## src/rtl/decode_sink.sv

```systemverilog
// ============================================================================
// decode_sink
//
// Purpose:
//   Streaming sink for bursts whose payload is an incrementing 64-bit counter.
//   Every accepted beat is checked against an expected-value register. The
//   sink tracks burst length and completed-burst statistics. After each
//   completed burst, it deasserts ready for a fixed number of cycles.
//
// Parameters:
//   EXP_INIT  - expected payload of the first beat after reset
//   MAX_LEN   - beats per burst before a non-last beat is a length error
//   STALL_CYC - cycles s_axi_ready is held low after each accepted last beat
//
// Ports:
//   clk         in   1   single clock, rising edge
//   reset       in   1   asynchronous, active-high reset
//   s_axi_valid in   1   upstream beat valid
//   s_axi_data  in  64   beat payload (incrementing counter)
//   s_axi_last  in   1   final beat of a burst
//   s_axi_ready out  1   sink accepts a beat this cycle
//   err_data    out  1   sticky payload-mismatch flag
//   err_len     out  1   sticky over-length-burst flag
//   err_cnt     out 16   saturating count of all error events
//   burst_cnt   out 32   wrapping count of completed bursts
//   burst_len   out  8   beat count of last completed burst (saturates at 255)
//   burst_done  out  1   one-cycle pulse when a last beat completes a burst
//
// Configuration:
//   DECODE_SINK_BP_EN - when defined, a 16-bit LFSR (seed 16'hACE1) advancing
//                       every cycle throttles ready in RECV/ERRHOLD with
//                       ready = LFSR[0] | LFSR[3]. When undefined, ready is
//                       always 1 in those states and no LFSR is built.
// ============================================================================
module decode_sink #(
    parameter logic [63:0] EXP_INIT  = 64'd1,
    parameter int          MAX_LEN   = 32,
    parameter int          STALL_CYC = 9
) (
    input  logic        clk,
    input  logic        reset,
    input  logic        s_axi_valid,
    input  logic [63:0] s_axi_data,
    input  logic        s_axi_last,
    output logic        s_axi_ready,
    output logic        err_data,
    output logic        err_len,
    output logic [15:0] err_cnt,
    output logic [31:0] burst_cnt,
    output logic [7:0]  burst_len,
    output logic        burst_done
);

    typedef enum logic [1:0] {
        ST_RECV    = 2'd0,
        ST_STALL   = 2'd1,
        ST_ERRHOLD = 2'd2
    } state_t;

    // The beat counter never exceeds MAX_LEN while a burst is live. The
    // width still leaves room for MAX_LEN+1, the length including the
    // current beat.
    localparam int BEAT_W  = $clog2(MAX_LEN + 2);
    localparam int STALL_W = (STALL_CYC > 1) ? $clog2(STALL_CYC) : 1;

    localparam logic [BEAT_W-1:0]  MAX_BEATS  = BEAT_W'(MAX_LEN);
    localparam logic [STALL_W-1:0] STALL_LOAD = STALL_W'(STALL_CYC - 1);

    state_t             state_q;
    logic               ready_q;
    logic [STALL_W-1:0] stall_cnt_q;
    logic [BEAT_W-1:0]  beat_cnt_q;
    logic [63:0]        exp_q;
    logic               err_data_q;
    logic               err_len_q;
    logic [15:0]        err_cnt_q;
    logic [31:0]        burst_cnt_q;
    logic [7:0]         burst_len_q;
    logic               burst_done_q;

    logic               accept;
    logic               check_beat;
    logic               data_bad;
    logic               len_bad;
    logic [1:0]         err_inc;
    logic [16:0]        err_sum;
    logic [15:0]        err_cnt_d;
    logic [63:0]        exp_d;
    logic [31:0]        beat_inc;
    logic [7:0]         burst_len_d;
    logic               bp_gate;

`ifdef DECODE_SINK_BP_EN
    // Fibonacci LFSR with taps 16,14,13,11 (maximal length). It free-runs
    // from reset. ready_q is loaded from the next LFSR value, so the visible
    // ready always matches the LFSR bits currently held.
    logic [15:0] lfsr_q;
    logic [15:0] lfsr_d;

    assign lfsr_d  = {lfsr_q[14:0], lfsr_q[15] ^ lfsr_q[13] ^ lfsr_q[12] ^ lfsr_q[10]};
    assign bp_gate = lfsr_d[0] | lfsr_d[3];

    always_ff @(posedge clk or posedge reset) begin
        if (reset) begin
            lfsr_q <= 16'hACE1;
        end else begin
            lfsr_q <= lfsr_d;
        end
    end
`else
    assign bp_gate = 1'b1;
`endif

    // NOTE: every signal written in always_comb gets a default value first,
    // so no path can leave it unassigned and infer a latch.
    always_comb begin
        accept     = s_axi_valid & ready_q;
        check_beat = accept && (state_q == ST_RECV);
        data_bad   = check_beat && (s_axi_data != exp_q);
        len_bad    = check_beat && (beat_cnt_q == MAX_BEATS) && !s_axi_last;

        // Zero, one, or two error events this beat. The sum is clamped
        // instead of allowed to wrap.
        err_inc   = {1'b0, data_bad} + {1'b0, len_bad};
        err_sum   = {1'b0, err_cnt_q} + {15'd0, err_inc};
        err_cnt_d = err_sum[16] ? 16'hFFFF : err_sum[15:0];

        // A checked beat resynchronises to data+1; on a match, this equals
        // exp+1. Discarded beats in ERRHOLD still advance the expected value
        // by one.
        exp_d = (state_q == ST_RECV) ? (s_axi_data + 64'd1) : (exp_q + 64'd1);

        beat_inc    = 32'(beat_cnt_q) + 32'd1;
        burst_len_d = (beat_inc > 32'd255) ? 8'hFF : beat_inc[7:0];
    end

    // NOTE: sequential state uses non-blocking assignments only, so every
    // register samples the values from before the edge, independent of
    // statement order.
    always_ff @(posedge clk or posedge reset) begin
        if (reset) begin
            state_q      <= ST_RECV;
            ready_q      <= 1'b0;
            stall_cnt_q  <= '0;
            beat_cnt_q   <= '0;
            exp_q        <= EXP_INIT;
            err_data_q   <= 1'b0;
            err_len_q    <= 1'b0;
            err_cnt_q    <= 16'd0;
            burst_cnt_q  <= 32'd0;
            burst_len_q  <= 8'd0;
            burst_done_q <= 1'b0;
        end else begin
            burst_done_q <= 1'b0;
            err_cnt_q    <= err_cnt_d;

            if (accept) begin
                exp_q <= exp_d;
            end
            if (data_bad) begin
                err_data_q <= 1'b1;
            end
            if (len_bad) begin
                err_len_q <= 1'b1;
            end

            case (state_q)
                ST_RECV: begin
                    ready_q <= bp_gate;
                    if (accept) begin
                        if (len_bad) begin
                            // The over-length beat is dropped from the burst,
                            // and the rest of the burst is discarded.
                            state_q    <= ST_ERRHOLD;
                            beat_cnt_q <= '0;
                        end else if (s_axi_last) begin
                            state_q      <= ST_STALL;
                            ready_q      <= 1'b0;
                            stall_cnt_q  <= STALL_LOAD;
                            beat_cnt_q   <= '0;
                            burst_len_q  <= burst_len_d;
                            burst_cnt_q  <= burst_cnt_q + 32'd1;
                            burst_done_q <= 1'b1;
                        end else begin
                            beat_cnt_q <= beat_cnt_q + BEAT_W'(1);
                        end
                    end
                end

                ST_ERRHOLD: begin
                    ready_q <= bp_gate;
                    if (accept && s_axi_last) begin
                        state_q     <= ST_STALL;
                        ready_q     <= 1'b0;
                        stall_cnt_q <= STALL_LOAD;
                    end
                end

                ST_STALL: begin
                    // The counter is loaded with STALL_CYC-1 on entry. The
                    // state is therefore held for STALL_CYC full cycles, and
                    // ready rises on the exit edge.
                    if (stall_cnt_q == '0) begin
                        state_q <= ST_RECV;
                        ready_q <= bp_gate;
                    end else begin
                        stall_cnt_q <= stall_cnt_q - STALL_W'(1);
                        ready_q     <= 1'b0;
                    end
                end

                default: begin
                    state_q <= ST_RECV;
                    ready_q <= 1'b0;
                end
            endcase
        end
    end

    assign s_axi_ready = ready_q;
    assign err_data    = err_data_q;
    assign err_len     = err_len_q;
    assign err_cnt     = err_cnt_q;
    assign burst_cnt   = burst_cnt_q;
    assign burst_len   = burst_len_q;
    assign burst_done  = burst_done_q;

endmodule
```

## config.mk

```make
export PLATFORM = sky130hd
export DESIGN_NAME = decode_sink
export DESIGN_NICKNAME = d
export VERILOG_FILES = /design/src/rtl/decode_sink.sv
export SDC_FILE = /design/constraint.sdc
export NUM_CORES = 1
export LEC_CHECK = 0
export CAP_MARGIN = 20
export CORE_MARGIN = 2
export CORE_UTILIZATION = 38
export DETAILED_ROUTE_END_ITERATION = 10
export SLEW_MARGIN = 20
export SYNTH_ARGS = -nofsm -noshare
export SYNTH_HDL_FRONTEND = slang
export SYNTH_SLANG_ARGS = --single-unit
```

## constraint.sdc

```tcl
create_clock -name clk -period 6.8 [get_ports clk]
set_input_delay 1.7 -clock clk [delete_from_list [all_inputs] [get_ports clk]]
set_output_delay 1.7 -clock clk [all_outputs]
set_load 0.01 [all_outputs]
```

==> impl_metrics.csv <==
group,metric,value,unit
outcome,status,"finished, final reports clean",
clock_network,cts_root_buf,"clkbuf_16",
floorplanning,die_area,28880,um^2
clock_network,cts_resized,0,
worst_setup_path,crit_slowest_cell,"nor4_1",
flow_run,max_cap_violations,0,
layout,area_growth,19.72,%
clock_network,numCtsBuffers,17,
clock_network,htree_num_levels,4,
global_routing,grt_pass1_wl,51.45,mm
hold_path,min_to,"err_len",
clock_network,post-cts-setup-buffers,0,
worst_setup_path,cp_data_arrival_time,5.27,ns
placement,globalplace.congestion,0.9244,
clock_network,cts_tree,"yes",
floorplanning,fp.dieW,169.9,um
hold_path,whs_path_depth,1,
floorplanning,start_util,38.71,%
worst_setup_path,end_kind,"flop",
sta,setup_tns,0,ns
sta,timing.hold.ws,0.4780,ns
routing,ant_nets,0,
yosys,yosysUniqueCellTypes,82,
sta,tightestPinTransition,0.9061,ns
worst_setup_path,critical_path_buf_inv_count,1,
sta,slew_headroom,39.09,%
routing,drt_iter0_markers,764,
pwr,p_comb_share,43.5,%
layout,final_cell_count_no_fill,1654,
global_routing,globalRouteTotalUtil,22.12,%
routing,wl,31.77,mm
yosys,syn_area_per_cell,8.597,um^2
global_routing,antenna_found_initial,0,
worst_setup_path,r2r-end,"exp_q[55]",
pwr,clkPwrFrac,22.5,%
placement,placed_cells,1622,
global_routing,grt_overflow,0,
sta,post-route-min-period,4.977,ns
yosys,synth_fp_nets,1293,
pwr,peakVddDrop,0.2140,mV
placement,io_buffers,126,
worst_setup_path,rrSetupSlack,2.64,ns
clock_network,ctsHoldBuffers,0,
floorplanning,core_area,27030,um^2
worst_setup_path,crit_chain,"clkdlybuf4s50_1, xor2_1, nor4_1, nand4_1, nor4_1, nor2_1, fa_1, ha_1, nand3_1, nor2_1, nand2_1, or3_1, o21ai_0",
layout,final_nets,1376,
yosys,synthFlopType,"dfrtp_1",
pwr,p_per_area,343.8,nW/um^2
worst_setup_path,worstPathMaxFanout,13,
sta,drv_slew,0,
yosys,synth-edff-count,0,
pwr,switching_power,0.001950,W
sta,rsz0062_at_grt,"no",
yosys,synthesis.area,10460,um^2
yosys,yosysSeqAreaShare,32.30,%
worst_setup_path,critical-path-top-delay-family,"simple AND/OR/NAND/NOR gates",
routing,drcViolationCount,0,
sta,setup_viol,0,
pwr,leakagePower,4.968,nW
layout,drive_above_1_share,7.845,%
sta,fmax,200.9,MHz
global_routing,grt_pass1_vias,9236,
hold_path,hold_class,"reg -> reg",
routing,via_per_inst,5.982,
yosys,postSynthCellCount,1217,
routing,via_count,9895,
pwr,seqPwrFrac,34.1,%
yosys,yosysWarnings,0,
worst_setup_path,criticalPathCategory,"in -> reg",
sta,hold_violations,0,
sta,finClkSkew,0.01858,ns
floorplanning,io_pins,128,
yosys,ys_async_sr_fraction,100.0,%
pwr,power.internal,0.002356,W
placement,pre_cts_ws,1.351,ns
routing,drtPass1Iterations,5,
hold_path,hold_path.startpoint,"err_len",
worst_setup_path,crit_required,7.09,ns
routing,wire_per_inst,19.20,um
clock_network,clkTransAtPathRegs,0.07,ns
sta,worst_slack,1.823,ns
floorplanning,rows,60,
yosys,ys_ff_latch,135,
sta,period_share,73.20,%
pwr,switching_share,45.28,%
layout,antennaDiodeCount,0,
floorplanning,die_height,169.9,um
worst_setup_path,worstSetupStartpointType,"primary input",
worst_setup_path,timing.rr.start,"state_q[0]",
clock_network,clock_tree.buffer_depth,2,
worst_setup_path,reg2regPathDepth,8,
global_routing,grt_max_degree,81,
clock_network,clock_latency,0.44,ns
placement,dp_hpwl,22.14,mm
worst_setup_path,cp_slowest_stage_delay,0.59,ns
clock_network,clock-sinks,135,
per-stage QoR:
stage	total power [W]	utilization [%]	cell area, um^2
2_1_floorplan	0.002726	-	10460
3_3_place_gp	0.003293	44.09	11920
3_5_place_dp	0.003327	44.09	11920
4_1_cts	0.004317	46.35	12530
5_1_grt	0.004619	46.35	12530
6_report	0.004306	46.35	12530
cell usage after synthesis, types with 25 or more instances:
cell type,instances,share of area (%)
a22oi_1,27,1.9
a21oi_1,58,2.8
nand3_1,39,1.9
o21ai_0,69,3.3
nand4_1,28,1.7
nand2_1,152,5.5
xnor2_1,25,2.1
o211ai_1,71,5.1
xor2_1,84,7.0
nor2_1,62,2.2
clkbuf_1,46,1.7
a31oi_1,27,1.6
dfrtp_1,134,32
registers in the layout, indices dropped and copies added (netlist names), 2 cells and up:
name	cells
beat_cnt_q	6
exp_q	64
burst_cnt	32
state_q	2
stall_cnt_q	4
err_cnt	16
burst_len	7
power by group through the flow:
stage | registers (W) | clock network (W) | logic, W
2_1_floorplan | 0.00133 | 0 | 0.00139
3_3_place_gp | 0.00147 | 0 | 0.00182
3_5_place_dp | 0.00147 | 0 | 0.00186
4_1_cts | 0.00146 | 0.000991 | 0.00186
5_1_grt | 0.00152 | 0.00102 | 0.00207
6_report | 0.00147 | 0.000968 | 0.00187
cell type report:
class / instances / area (um^2)
repair buffers: 142 / 1381
fillers: 2657 / 14500
multi-input cells: 985 / 6645
well taps: 341 / 426.7
inverters: 19 / 76.32
flip-flops and latches: 135 / 3387
clock buffers: 17 / 425.4
clock inverters: 15 / 183.9
kinds of logic after synthesis:
family | synth area share [%]
AOI/OAI and AO/OA | 23.48
xor gates and xnor gates | 9.125
adders and majority gates | 1.028
buffers and inverters | 4.317
DFF | 32.30
muxes | 3.695
other | 0.03584
and+or+nand+nor | 26.02
layout by cell type (no fill, tap or decap), types with 28 or more instances in the layout:
cell and instances:
xor2_1 84, nand2_1 151, clkdlybuf4s50_1 126, o211ai_1 71, o21ai_0 69, nor2_1 61, a21oi_1 58, nand4_1 28
nand3_1 39, dfrtp_1 132
worst max path at each step:
stage	to	depth (start not counted)	slack, ns	startpoint
finish	err_cnt[5]	13	1.82	s_axi_data[10]
global route	err_cnt[5]	13	1.64	s_axi_data[16]
global placement	err_cnt[10]	13	1.39	s_axi_data[16]
detailed placement	err_cnt[5]	13	1.35	s_axi_data[16]
CTS	err_cnt[10]	13	1.81	s_axi_data[16]
floorplan	beat_cnt_q[0]	1	1.49	reset
metal layers:
layer  share of wire (%)  GRT usage [%]  vias up
li1                    -              -     4760
met5                   0              0        -
met3                 5.2          3.884       33
met2                  47          35.56      271
met4                 1.4          4.942        0
met1                  46          31.07     4831
No activity file was read; power rests on OpenSTA's default activity.
